## config.mk

```make
export PLATFORM = sky130hd
export DESIGN_NAME = mux_arbiter_flat
export DESIGN_NICKNAME = d
export VERILOG_FILES = /design/src/rtl/mux_arbiter_pkg.sv /design/src/rtl/mux_arbiter_if.sv /design/src/rtl/mux_arbiter_rr_pick2.sv /design/src/rtl/mux_arbiter.sv /design/src/flat_wrapper.sv
export SDC_FILE = /design/constraint.sdc
export NUM_CORES = 1
export LEC_CHECK = 0
export CAP_MARGIN = 20
export CORE_AREA = 2 2 39 41
export CTS_BUF_LIST = sky130_fd_sc_hd__clkbuf_8
export DETAILED_ROUTE_END_ITERATION = 10
export DIE_AREA = 0 0 41 43
export PLACE_DENSITY = 0.64
export RECOVER_POWER = 50
export SYNTH_ARGS = -nofsm -noshare
export SYNTH_HDL_FRONTEND = slang
export SYNTH_SLANG_ARGS = --single-unit
```

## constraint.sdc

```tcl
create_clock -name clk -period 4.3 [get_ports clk]
set_input_delay 1.075 -clock clk [delete_from_list [all_inputs] [get_ports clk]]
set_output_delay 1.075 -clock clk [all_outputs]
set_load 0.05 [all_outputs]
```

## src/rtl/mux_arbiter_pkg.sv

```systemverilog
// mux_arb_pkg: flit type codes, FSM state encoding and mux select codes shared by the arbiter slice
package mux_arb_pkg;
  localparam int DATAW = 66;
  localparam int TYPEW = 2;
  localparam int TIMEOUT = 64;
  typedef logic [TYPEW-1:0] flit_type_t;
  localparam flit_type_t TYPE_NONE = 2'd0;
  localparam flit_type_t TYPE_HEAD = 2'd1;
  localparam flit_type_t TYPE_DATA = 2'd2;
  localparam flit_type_t TYPE_TAIL = 2'd3;
  localparam logic [1:0] IDLE = 2'd0;
  localparam logic [1:0] LOCK0 = 2'd1;
  localparam logic [1:0] LOCK1 = 2'd2;
  localparam logic [1:0] SEL_NONE = 2'b00;
  localparam logic [1:0] SEL_P0 = 2'b01;
  localparam logic [1:0] SEL_P1 = 2'b10;
endpackage

```

## src/rtl/mux_arbiter_if.sv

```systemverilog
// mux_arbiter_if: input-port flit status, downstream ready and arbiter select/grant/error outputs
interface mux_arbiter_if;
  import mux_arb_pkg::*;
  logic ivalid_0;
  flit_type_t itype_0;
  logic ivalid_1;
  flit_type_t itype_1;
  logic ordy;
  logic [1:0] sel;
  logic grant_0;
  logic grant_1;
  logic err;
  modport master (
    output ivalid_0, itype_0, ivalid_1, itype_1, ordy,
    input sel, grant_0, grant_1, err
  );
  modport slave (
    input ivalid_0, itype_0, ivalid_1, itype_1, ordy,
    output sel, grant_0, grant_1, err
  );
endinterface

```

## src/rtl/mux_arbiter_rr_pick2.sv

```systemverilog
// rr_pick2: combinational 2-request round-robin picker; ptr selects the preferred request on contention
module rr_pick2 (
  input  logic [1:0] req_i,
  input  logic       ptr_i,
  output logic [1:0] gnt_o
);
  assign gnt_o[0] = req_i[0] && (!req_i[1] || !ptr_i);
  assign gnt_o[1] = req_i[1] && (!req_i[0] || ptr_i);
endmodule

```

## src/rtl/mux_arbiter.sv

```systemverilog
// mux_arbiter: packet-level 2:1 round-robin arbiter; define MUX_ARB_TIMEOUT_EN to force release of an idle lock
module mux_arbiter
  import mux_arb_pkg::*;
(
  input logic clk,
  input logic rst,
  mux_arbiter_if.slave bus
);
  logic [1:0] state_q, state_d, req, pick;
  logic rr_ptr_q, rr_ptr_d, err_q, err_d, hd_q, hd_d;
  logic lk0, lk1, g0, g1, gv, tail, to;
  flit_type_t gt;
  assign req = {bus.ivalid_1 && bus.itype_1 == TYPE_HEAD, bus.ivalid_0 && bus.itype_0 == TYPE_HEAD};
  rr_pick2 u_pick (.req_i(req), .ptr_i(rr_ptr_q), .gnt_o(pick));
  assign lk0 = state_q == LOCK0;
  assign lk1 = state_q == LOCK1;
  assign g0 = lk0 && bus.ivalid_0 && bus.ordy;
  assign g1 = lk1 && bus.ivalid_1 && bus.ordy;
  assign gv = g0 || g1;
  assign gt = lk1 ? bus.itype_1 : bus.itype_0;
  assign tail = gv && gt == TYPE_TAIL;
`ifdef MUX_ARB_TIMEOUT_EN
  logic [7:0] cnt_q;
  logic stall;
  assign stall = (lk0 && !bus.ivalid_0) || (lk1 && !bus.ivalid_1);
  assign to = stall && cnt_q == 8'(TIMEOUT - 1);
  always_ff @(posedge clk)
    if (rst) cnt_q <= '0;
    else cnt_q <= (gv || state_d != state_q) ? '0 : stall ? cnt_q + 8'd1 : cnt_q;
`else
  assign to = 1'b0;
`endif
  // hd_q marks that the locked packet's HEAD was consumed, so a later HEAD is a protocol error
  always_comb begin
    state_d = state_q;
    rr_ptr_d = rr_ptr_q;
    hd_d = hd_q || gv;
    err_d = 1'b0;
    if (state_q == IDLE) begin
      state_d = pick[0] ? LOCK0 : pick[1] ? LOCK1 : IDLE;
      hd_d = 1'b0;
      err_d = (bus.ivalid_0 && bus.itype_0 != TYPE_HEAD) || (bus.ivalid_1 && bus.itype_1 != TYPE_HEAD);
    end else if (lk0 || lk1) begin
      err_d = (gv && ((gt == TYPE_HEAD && hd_q) || gt == TYPE_NONE)) || to;
      state_d = (tail || to) ? IDLE : state_q;
      rr_ptr_d = (tail || to) ? lk0 : rr_ptr_q;
    end else begin
      state_d = IDLE;
    end
  end
  always_ff @(posedge clk)
    if (rst) begin
      state_q <= IDLE;
      rr_ptr_q <= 1'b0;
      err_q <= 1'b0;
      hd_q <= 1'b0;
    end else begin
      state_q <= state_d;
      rr_ptr_q <= rr_ptr_d;
      err_q <= err_d;
      hd_q <= hd_d;
    end
  assign bus.sel = lk0 ? SEL_P0 : lk1 ? SEL_P1 : SEL_NONE;
  assign bus.grant_0 = g0;
  assign bus.grant_1 = g1;
  assign bus.err = err_q;
endmodule

```

## src/flat_wrapper.sv

```systemverilog
// flat-port wrapper written by rule: the top's interface ports become plain ports
module mux_arbiter_flat import mux_arb_pkg::*;
  (clk, rst, bus_ivalid_0, bus_itype_0, bus_ivalid_1, bus_itype_1, bus_ordy, bus_sel, bus_grant_0, bus_grant_1, bus_err);
  mux_arbiter_if bus_i ();
  input logic clk;
  input logic rst;
  input wire logic [$bits(bus_i.ivalid_0)-1:0] bus_ivalid_0;
  input wire logic [$bits(bus_i.itype_0)-1:0] bus_itype_0;
  input wire logic [$bits(bus_i.ivalid_1)-1:0] bus_ivalid_1;
  input wire logic [$bits(bus_i.itype_1)-1:0] bus_itype_1;
  input wire logic [$bits(bus_i.ordy)-1:0] bus_ordy;
  output wire logic [$bits(bus_i.sel)-1:0] bus_sel;
  output wire logic [$bits(bus_i.grant_0)-1:0] bus_grant_0;
  output wire logic [$bits(bus_i.grant_1)-1:0] bus_grant_1;
  output wire logic [$bits(bus_i.err)-1:0] bus_err;
  assign bus_i.ivalid_0 = bus_ivalid_0;
  assign bus_i.itype_0 = bus_itype_0;
  assign bus_i.ivalid_1 = bus_ivalid_1;
  assign bus_i.itype_1 = bus_itype_1;
  assign bus_i.ordy = bus_ordy;
  assign bus_sel = bus_i.sel;
  assign bus_grant_0 = bus_i.grant_0;
  assign bus_grant_1 = bus_i.grant_1;
  assign bus_err = bus_i.err;
  mux_arbiter u_core (.clk(clk), .rst(rst), .bus(bus_i));
endmodule
```

# Word-level counts from Yosys, hierarchy flattened
# Cells that the tools add are included.
# W data, S select, Z words.
[totals]
out_inout_bits = 5
input_bits = 9
regBits = 5
word_cells = 51
[classes]
n_mux = 10
n_eq_ne = 9
reduce_logical = 27
n_bitwise = 1
[op_table]
columns = ["cell", "count"]
rows = [
  ["$mux W2", 8],
  ["$logic_and A1 B1 Y1", 13],
  ["$eq A2 B1 Y1 const B", 4],
  ["$logic_or A1 B1 Y1", 7],
  ["$eq A2 B2 Y1 const B", 2],
  ["$logic_not A2 Y1", 2],
  ["$ne A2 B1 Y1 const B", 2],
  ["$logic_not A1 Y1", 3],
  ["$ne A3 B1 Y1 const B", 1],
  ["$reduce_and A3 Y1", 1],
  ["$mux W1", 2],
  ["$reduce_or A2 Y1", 1],
  ["$not A1 Y1", 1],
]

# Logic depth before layout (Yosys ltp)
[depth]
word_depth = 8
depth_mapped = 6
depth_no_buf = 6

# Hierarchy
# From an unflattened synthesis, not the netlist that was laid out.
[hier_totals]
hier_cells = 50
area_unflattened_um2 = 441.7
[modules_own_cells]
columns = ["mod", "n_inst", "cells_per_inst", "area_each_um2", "seq_area_each_um2"]
rows = [
  ["mux_arbiter", 1, 47, 422.9, 100.1],
  ["rr_pick2", 1, 3, 18.8, 0.0],
]

# Worst setup path after synthesis
# No wires, ideal clock.
[synth_path]
kind = "in2out"
start = "in bus_ivalid_1"
end = "out bus_grant_1"
t_arrival_ns = 2.198
cell_stages = 2
path_buffers = 0
path_slack_ns = 1.027
required_ns = 3.225
path_cell_list = "inv_1 nor3_1"
[synth_via]
elab_chain_len = 2
[synth_rtl]
columns = ["element", "line_no", "rtl"]
rows = [
  ["start, declared", "flat_wrapper.sv:9", "input wire logic [$bits(bus_i.ivalid_1)-1:0] bus_ivalid_1;"],
  ["$logic_and A1 B1 Y1 (2 in a row)", "mux_arbiter.sv:18", "assign g1 = lk1 && bus.ivalid_1 && bus.ordy;"],
  ["end, declared", "flat_wrapper.sv:14", "output wire logic [$bits(bus_i.grant_1)-1:0] bus_grant_1;"],
]
# No other way between the ends.

# Worst setup path in the final report
# Same ends and word-level chain as after synthesis.

==> out/summary.log <==
INFO  pwr            peakVddDrop=132uV
INFO  finish         num-fill-cells=143
INFO  global_route   grt_first_pass_wirelength=1.37mm
INFO  route          detail-route-antenna-nets=0
INFO  critical_path  worstReg2RegStart=u_core.state_q[0]
INFO  global_route   global_route.overflow_total=0
INFO  clock_network  cts.path.max_buffers=2
INFO  sta            number_of_endpoints_failing_setup_at_the_final_stage=0
INFO  run_status     run_status=finished, final reports clean
INFO  synthesis      synth.distinct_cells=21
INFO  global_route   antenna_found_initial=0
INFO  finish         final_layout_size_suffix_gt1_share=4.69%
INFO  floorplanning  initial_utilization=28.1%
INFO  critical_path  timing.critical_path.arrival=2.68ns
INFO  critical_path  r2r-end=u_core.state_q[0]
INFO  flow_run       number_of_maximum_capacitance_constraint_violations=0
INFO  route          route.detailed.vias_per_inst=4.68
INFO  finish         nets=78
INFO  clock_network  cts_made_buffers=3
INFO  route          drtPass1Iterations=3
INFO  pwr            switching_power=0.0381mW
INFO  hold_path      hold_path_startpoint=u_core.hd_q
INFO  global_route   first_global_vias=348
INFO  synthesis      ys_ff_latch=5
INFO  sta            period_share=87.3%
INFO  global_route   grtUsageTotal=12.1%
INFO  clock_network  clock-root-buffer=sky130_fd_sc_hd__clkbuf_8
INFO  sta            timing.max_slew.rel_slack=67.2%
INFO  sta            worstMarginPinSlew=0.490ns
INFO  pwr            power_frac_seq=30.2%
INFO  floorplanning  std_cell_rows=14
INFO  synthesis      synth_warnings=0
INFO  synthesis      post_synth.cell_area_avg=8.11squm
INFO  clock_network  tritoncts=built
INFO  pwr            power-per-cell-area=284nW/um^2
INFO  synthesis      cells_after_synthesis=48
INFO  finish         multi_input_comb_area=244squm
INFO  critical_path  reg2reg_setup_slack=2.63ns
INFO  clock_network  cts_setup_buffers=0
INFO  floorplanning  die_x=41microns
INFO  pwr            pwr-share-clk=50.9%
INFO  clock_network  htree_num_levels=1
INFO  pwr            switching_fraction_of_total_power=23.6%
INFO  synthesis      ys_seq_area_share=25.7%
INFO  placement      dp.final_hpwl=697microns
INFO  route          route.detailed.wl_per_inst=10.6microns
INFO  pwr            leakage=0.236nW
INFO  finish         signed_area_change_from_the_synthesized_netlist_to_the_final_layout=46.3%
INFO  critical_path  setup.worst_path.start_class=input port
INFO  route          detailedRoute.firstIterationViolations=9
INFO  sta            final_min_period=3.75ns
INFO  floorplanning  fp.dieArea=1760squm
INFO  floorplanning  dieHeight=43microns
INFO  synthesis      syn_nets=61
INFO  critical_path  crit_path_end_kind=output pin
INFO  sta            postLayoutSetupSlackWorst=0.546ns
INFO  critical_path  worst_path_cell_chain=clkdlybuf4s50_1 -> inv_1 -> nor3_1 -> clkdlybuf4s50_1
INFO  clock_network  clock_latency_of_the_later_clocked_register_in_the_worst_skew_pair=0.22ns
INFO  sta            maxSlewViolCount=0
INFO  synthesis      netlist_area=389squm
INFO  clock_network  cts_hold_buf=0
INFO  critical_path  max_stage_delay=0.83ns
INFO  sta            rsz0062_at_grt=false
INFO  route          detail_route.drc_violations=0
INFO  pwr            comb_power_share=19.0%
INFO  critical_path  critical_path_required=3.22ns
INFO  floorplanning  core-area=1380squm
INFO  sta            skew=0.000524ns
INFO  route          drt_wl_total=845microns
INFO  hold_path      hp-class=register to register
INFO  clock_network  cts_repair_resize_count=0
INFO  global_route   maximum_number_of_pins_on_one_net_before_global_route_repair=7
INFO  finish         n_antenna_cell=0
INFO  placement      dp_worst_setup_slack=0.538ns
INFO  critical_path  timing.critical_path.mode_cell=sky130_fd_sc_hd__clkdlybuf4s50_1
INFO  finish         area.sequential=100squm
INFO  critical_path  slowest_stage=sky130_fd_sc_hd__clkdlybuf4s50_1
INFO  placement      place.port_buffers=13
INFO  sta            tns=0ns
INFO  hold_path      holdPathEnd=u_core.hd_q
INFO  critical_path  critical_path_class=input port to output pin
INFO  floorplanning  io_pins=14
INFO  sta            finalHoldViolations=0
INFO  hold_path      worst_hold_path.num_cells=2
INFO  critical_path  worst_r2r_path_depth=6
INFO  clock_network  cts.clk_slew.worst_paths=0.03ns
INFO  pwr            internal-power=0.123mW
INFO  critical_path  largest_fanout_on_the_critical_path=3
INFO  sta            fmax=266MHz
INFO  clock_network  cts.sinks=5
INFO  route          num_vias=374
INFO  placement      routabilityCongestion=0.751
stage by stage:
stage          cells  util (%)  cell area (sq um)  total power, mW  hold slack, ns
2_1_floorplan     48         -                389           0.0662           0.467
3_3_place_gp      76      38.4                532           0.0807           0.492
3_5_place_dp      76      38.4                532           0.0808           0.494
4_1_cts           80      41.7                577            0.167           0.501
5_1_grt           80      41.1                569            0.172           0.540
6_report          80      41.1                569            0.161           0.502
per-layer routing:
metal / vias up / share of wire [%] / track usage [%]
met5: - / 0 / 0
met4: 0 / 0 / 10.0
met3: 0 / 8.2 / 3.66
met2: 12 / 45 / 17.8
met1: 165 / 47 / 13.2
li1: 197 / - / -
cells in the final DEF (no fill, tap or decap):
cell type,synthesis,layout
sky130_fd_sc_hd__clkdlybuf4s50_1,0,12
sky130_fd_sc_hd__inv_1,8,9
sky130_fd_sc_hd__nor2_1,4,5
sky130_fd_sc_hd__dfxtp_1,5,5
sky130_fd_sc_hd__nand2_1,4,4
sky130_fd_sc_hd__ha_1,4,4
sky130_fd_sc_hd__a211oi_1,3,3
sky130_fd_sc_hd__clkbuf_8,0,3
sky130_fd_sc_hd__nor3_1,2,2
sky130_fd_sc_hd__nand2b_1,2,2
sky130_fd_sc_hd__nand3b_1,2,2
sky130_fd_sc_hd__mux2i_1,2,2
sky130_fd_sc_hd__o2111ai_1,2,2
sky130_fd_sc_hd__and3_1,1,1
sky130_fd_sc_hd__a2111oi_0,1,1
sky130_fd_sc_hd__nand3_1,1,1
sky130_fd_sc_hd__a22oi_1,0,1
sky130_fd_sc_hd__a21bo_1,1,1
sky130_fd_sc_hd__mux2_1,1,1
sky130_fd_sc_hd__a22o_1,1,1
sky130_fd_sc_hd__a21oi_1,1,1
sky130_fd_sc_hd__dlygate4sd3_1,0,1
worst max-delay path, delay by kind of cell:
kind / cells / cell delay, ns
buffers and inverters: 3 / 1.39
and+or+nand+nor: 1 / 0.20
power by group through the flow:
stage / Combinational, mW / Sequential, mW / Clock [mW]
2_1_floorplan: 0.0141 / 0.0521 / 0
3_3_place_gp: 0.0313 / 0.0494 / 0
3_5_place_dp: 0.0314 / 0.0494 / 0
4_1_cts: 0.0316 / 0.0487 / 0.0862
5_1_grt: 0.0335 / 0.0489 / 0.0895
6_report: 0.0307 / 0.0487 / 0.0821
synth_stat cells:
| cell type | number | area (sq um) |
|---|---|---|
| sky130_fd_sc_hd__a211oi_1 | 3 | 22.5 |
| sky130_fd_sc_hd__mux2_1 | 1 | 11.3 |
| sky130_fd_sc_hd__buf_4 | 1 | 7.51 |
| sky130_fd_sc_hd__a2111oi_0 | 1 | 8.76 |
| sky130_fd_sc_hd__nor2_1 | 4 | 15.0 |
| sky130_fd_sc_hd__nand3b_1 | 2 | 15.0 |
| sky130_fd_sc_hd__a21bo_1 | 1 | 10.0 |
| sky130_fd_sc_hd__nand2b_1 | 2 | 12.5 |
| sky130_fd_sc_hd__inv_1 | 8 | 30.0 |
| sky130_fd_sc_hd__nor2_2 | 1 | 6.26 |
| sky130_fd_sc_hd__a22o_1 | 1 | 8.76 |
| sky130_fd_sc_hd__a22oi_2 | 1 | 12.5 |
| sky130_fd_sc_hd__nand3_1 | 1 | 5.00 |
| sky130_fd_sc_hd__mux2i_1 | 2 | 20.0 |
| sky130_fd_sc_hd__nor3_1 | 2 | 10.0 |
| sky130_fd_sc_hd__o2111ai_1 | 2 | 17.5 |
| sky130_fd_sc_hd__dfxtp_1 | 5 | 100 |
| sky130_fd_sc_hd__nand2_1 | 4 | 15.0 |
| sky130_fd_sc_hd__and3_1 | 1 | 6.26 |
| sky130_fd_sc_hd__a21oi_1 | 1 | 5.00 |
| sky130_fd_sc_hd__ha_1 | 4 | 50.1 |
final cells by class:
type | instances | share of cell area (%)
clock inverter | 1 | 0.659
multi-input combinational | 34 | 42.9
tap | 16 | 3.52
sequential | 5 | 17.6
timing repair buffer | 13 | 22.9
clock buffer | 3 | 7.25
inverter | 8 | 5.27
how the worst max path moves through the flow:
stage                            start     endpoint  cells past startpoint
after floorplan           bus_ivalid_1  bus_grant_1                      2
after global routing      bus_ivalid_1  bus_grant_1                      4
after detailed placement  bus_ivalid_1  bus_grant_1                      4
final                     bus_ivalid_1  bus_grant_1                      4
after CTS                 bus_ivalid_1  bus_grant_1                      4
after global placement    bus_ivalid_1  bus_grant_1                      4
cell families after synthesis:
family | after synthesis | synth area share [%]
AOI/OAI and AO/OA | 10 | 21.9
and+or+nand+nor | 17 | 21.9
muxes | 3 | 8.04
buffers and inverters | 9 | 9.65
adders and majority gates | 4 | 12.9
DFF | 5 | 25.7
registers in the layout, indices dropped and copies added, names as in the netlist:
register,flops
u_core.bus.err,1
u_core.hd_q,1
u_core.rr_ptr_q,1
u_core.state_q,2
(Power assumes the default switching activity.)
